File: src/rtl/shift_cmd_queue.sv
// shift_cmd_queue: FIFO of shift commands feeding an external combinational shifter, with a registered valid/ready result stage.
//   cmd_*   : upstream command push (valid/ready), operand, shift amount, arith/left flags
//   shift_* : head-of-queue drive to the shifter (all zero while empty); shift_out_i is its result
//   res_*   : downstream registered result (valid/ready)
//   count_o : commands queued, not counting the one held in the result register
module shift_cmd_queue #(
  parameter int DATA_WIDTH  = 32,
  parameter int SHAMT_WIDTH = $clog2(DATA_WIDTH),
  parameter int DEPTH       = 4
) (
  input  logic                     clk_i,
  input  logic                     rst_ni,
  input  logic                     cmd_valid_i,
  output logic                     cmd_ready_o,
  input  logic [DATA_WIDTH-1:0]    cmd_data_i,
  input  logic [SHAMT_WIDTH-1:0]   cmd_shamt_i,
  input  logic                     cmd_arith_i,
  input  logic                     cmd_left_i,
  output logic [DATA_WIDTH-1:0]    shift_in_o,
  output logic [SHAMT_WIDTH-1:0]   shift_amount_o,
  output logic                     arith_shift_o,
  output logic                     left_shift_o,
  input  logic [DATA_WIDTH-1:0]    shift_out_i,
  output logic                     res_valid_o,
  input  logic                     res_ready_i,
  output logic [DATA_WIDTH-1:0]    res_data_o,
  output logic [$clog2(DEPTH):0]   count_o
);
  localparam int PW = $clog2(DEPTH);
  localparam int CW = PW + 1;
  typedef struct packed {
    logic [DATA_WIDTH-1:0]  data;
    logic [SHAMT_WIDTH-1:0] shamt;
    logic                   arith;
    logic                   left;
  } cmd_t;
  cmd_t                  mem_q [DEPTH];
  cmd_t                  head;
  logic [PW-1:0]         wr_ptr_q, wr_ptr_d, rd_ptr_q, rd_ptr_d;
  logic [CW-1:0]         count_q, count_d;
  logic                  res_valid_q, res_valid_d;
  logic [DATA_WIDTH-1:0] res_data_q, res_data_d;
  logic                  push, pop, empty;
  // ready depends only on the occupancy register, never on res_ready_i
  assign cmd_ready_o = count_q < CW'(DEPTH);
  always_comb begin
    empty       = count_q == '0;
    push        = cmd_valid_i && cmd_ready_o;
    pop         = !empty && (!res_valid_q || res_ready_i);
    wr_ptr_d    = wr_ptr_q + PW'(push);
    rd_ptr_d    = rd_ptr_q + PW'(pop);
    count_d     = count_q + CW'(push) - CW'(pop);
    res_valid_d = pop || (res_valid_q && !res_ready_i);
    res_data_d  = pop ? shift_out_i : res_data_q;
    head        = empty ? '0 : mem_q[rd_ptr_q];
  end
  always_ff @(posedge clk_i or negedge rst_ni) begin
    if (!rst_ni) begin
      wr_ptr_q    <= '0;
      rd_ptr_q    <= '0;
      count_q     <= '0;
      res_valid_q <= 1'b0;
      res_data_q  <= '0;
    end else begin
      wr_ptr_q    <= wr_ptr_d;
      rd_ptr_q    <= rd_ptr_d;
      count_q     <= count_d;
      res_valid_q <= res_valid_d;
      res_data_q  <= res_data_d;
    end
  end
  // storage is not reset: entries are only visible once counted
  always_ff @(posedge clk_i) begin
    if (push) mem_q[wr_ptr_q] <= {cmd_data_i, cmd_shamt_i, cmd_arith_i, cmd_left_i};
  end
  assign shift_in_o     = head.data;
  assign shift_amount_o = head.shamt;
  assign arith_shift_o  = head.arith;
  assign left_shift_o   = head.left;
  assign res_valid_o    = res_valid_q;
  assign res_data_o     = res_data_q;
  assign count_o        = count_q;
endmodule
File: config.mk
export PLATFORM = sky130hd
export DESIGN_NAME = shift_cmd_queue
export DESIGN_NICKNAME = d
export VERILOG_FILES = /design/src/rtl/shift_cmd_queue.sv
export SDC_FILE = /design/constraint.sdc
export NUM_CORES = 1
export LEC_CHECK = 0
export CAP_MARGIN = 15
export CORE_MARGIN = 1.5
export CORE_UTILIZATION = 28
export DETAILED_ROUTE_END_ITERATION = 12
export PLACE_DENSITY = 0.54
export SLEW_MARGIN = 30
export SYNTH_ARGS = -nofsm -noshare
export SYNTH_HDL_FRONTEND = slang
export SYNTH_SLANG_ARGS = --single-unit
File: constraint.sdc
create_clock -name clk_i -period 5.9 [get_ports clk_i]
set_input_delay 0.885 -clock clk_i [delete_from_list [all_inputs] [get_ports clk_i]]
set_output_delay 0.885 -clock clk_i [all_outputs]
set_load 0.01 [all_outputs]
==> impl_metrics.ini <==
[setup_path]
cp_cell_sequence = buf_12 -> mux4_2 -> and2_1 -> clkdlybuf4s50_1
cpPeakStageDelay_ns = 0.69
reg2regPathDepth = 8
slowest_stage = dfrtp_4
crit_buf_inv = 2
path_class = reg2out
critPathCaptureType = primary output
rr_startpoint = count_o[2]
path_delay_family = buffers and inverters
r2r_slack_ns = 3.11
r2r-end = count_o[2]
cp_data_arrival_time_ns = 2.61
cp.depth = 4
worstPathRequired_ns = 5.02
setup.worst_path.start_class = flip-flop
path_max_fanout = 23

[detailed_routing]
drc_errors = 0
drt-total-wl_um = 16480
drt_iter0_drc = 137
ant_nets = 0
firstDrtPassIters = 4
via_per_inst = 4.359
via_count = 3749
wl_per_cell_um = 19.16

[global_route]
grtUsageTotal_pct = 12.28
antenna_found_initial = 1
use_met1_pct = 14.96
grt_busiest_layer = met2
grt_pass1_wl_um = 25080
grt_use_met2_pct = 21.30
grt_pass1_vias = 4138
grtUsageMet3_pct = 2.340
grt_max_degree = 43
grt-ovfl-total = 0

[pwr]
cellPowerDensity_nw_per_um2 = 489.6
p_leak_uw = 0.003445
ir_drop_mv = 0.2522

[cts]
cts.sinks = 196
cts_max_level = 4
clkTransAtPathRegs_ns = 0.07
ctsLongestPathBuffers = 2
cts_tree = yes
cts-resized-gates = 0
clk_latency_ns = 0.43
cts_setup_buffers = 0
cts_buffers = 17
holdBufCountCts = 0
cts-root-buf = clkbuf_16

[synthesis]
synth_xor_area_share_pct = 0.6925
synthSimpleGateAreaFrac_pct = 4.287
synth_area_leaders = edfxtp_1 62%, dfrtp_1 13%, mux4_2 12%
yosys.area_share.adder_pct = 0.5936
synth_area_um2 = 7589
synth_compound_area_share_pct = 0
synth_edf_count = 156
synth_top_family_by_area = multiplexers
ys_seq_area_share_pct = 74.92
synth_flop_cell = edfxtp_1
avgSynthCellArea_um2 = 21.81
yosys-mux-area-fraction_pct = 17.66
yosys_warnings = 0
synth_top_area_share_pct = 61.73
ys_types = 27
synth_cells = 348
syn_nets = 426
yosysTopAreaCell = edfxtp_1
synth-seq-cells = 196
async_reset_ff_share_pct = 20.41

[floorplan]
die_h_um = 167.6
initial_core_util_pct = 28.31
core_um2 = 26800
dieArea_um2 = 28100
rows = 60
ios = 151
die_w_um = 167.6

[timing]
worst_slack_ns = 2.404
maxSlewViolCount = 0
finClkSkew_ns = 0.01335
rsz0062_at_grt = no
tns_ns = 0
max_freq_mhz = 286.1
final.min_clock_period_ns = 3.496
worst_pin_slew_ns = 0.8628
period_share_pct = 59.25
hold_violations = 0
setup_violations = 0
maxSlewHeadroom_pct = 42.34

[hold_path]
min_path_type = in2async

[layout]
syn_to_final_growth_pct = 32.28
utilization_pct = 37.46
drive_above_1_share_pct = 22.78
mostFrequentLayoutCells = 156 x edfxtp_1, 149 x clkdlybuf4s50_1, 39 x mux4_2, 39 x and2_1, 38 x dfrtp_1
final_common_cell = edfxtp_1
nets = 583

[placement]
place.detailed.hpwl_um = 9980
routabilityCongestion = 0.7558
place_ws_ns = 2.611
numPortBuffers = 150

[job]
maxCapViolCount = 0

[outcome]
status = completed
[power breakdown]
part / internal, uW / switching (uW)
Combinational: 1100 / 702
Clock: 560 / 553
Sequential: 1780 / 214
Total: 3450 / 1470
[worst max-delay path by stage]
stage / startpoint / end / slack (ns)
after CTS: rd_ptr_q[0] / shift_amount_o[3] / 2.14
after global routing: rd_ptr_q[0] / shift_in_o[26] / 2.22
after global placement: res_ready_i / count_o[2] / 2.60
after floorplan: cmd_valid_i / mem_q[0][0] / 1.29
final: rd_ptr_q[0] / shift_in_o[24] / 2.40
after detailed placement: cmd_valid_i / mem_q[2][0] / 2.61
[metrics by stage]
stage / total power (uW) / std cells / hold WS, ns / area (um2)
after CTS: 5003 / 858 / 0.5203 / 10010
after global routing: 5184 / 860 / 0.4517 / 10040
after detailed placement: 3865 / 826 / 0.4963 / 9443
after global placement: 3851 / 826 / 0.4971 / 9440
final: 4915 / 860 / 0.4304 / 10040
after floorplan: 2965 / 348 / 0.4867 / 7589
[cell type report]
type	count	area (um2)
fillers	2448	16760
flip-flops and latches	196	5693
multi-input cells	131	1778
repair buffers	156	1556
well taps	341	426.7
clock buffers	17	425.4
clock inverters	15	145.1
inverters	3	11.26
diodes	1	2.502
[kinds of logic (layout without fill, tap and decap cells)]
group	Yosys count	after routing
flops	196	196
mux	71	71
simple gates	51	51
buf+inv	21	191
xor+xnor	6	6
fa+ha+maj	3	3
other cells	0	1
[worst register-to-register path, delay by kind of cell, from the launching register on]
| family | cells | cell delay [ns] |
|---|---|---|
| xor+xnor | 3 | 0.51 |
| fa+ha+maj | 2 | 0.53 |
| buf+inv | 1 | 0.05 |
| flops | 1 | 0.46 |
| simple gates | 2 | 1.13 |
[registers in the layout (all words and copies together) (netlist names)]
register     count
count_o          3
rd_ptr_q         2
mem_q          156
res_data_o      32
res_valid_o      1
wr_ptr_q         2
[layer usage]
layer | up-vias | share of wire, %
met2 | 76 | 53
met3 | 22 | 2.4
met4 | 0 | 1.9
met1 | 1979 | 42
met5 | - | 0
li1 | 1672 | -
[synth_stat cells, types with 2 or more instances]
cell type	n
xor2_1	3
buf_12	3
buf_1	2
xnor2_1	3
mux2_2	5
mux2_4	27
inv_1	3
buf_2	4
nand2b_1	2
dfrtp_1	40
and2_1	39
edfxtp_1	156
ha_1	2
mux4_2	39
clkbuf_1	8
Note: power is estimated with default switching activity, not from simulation.
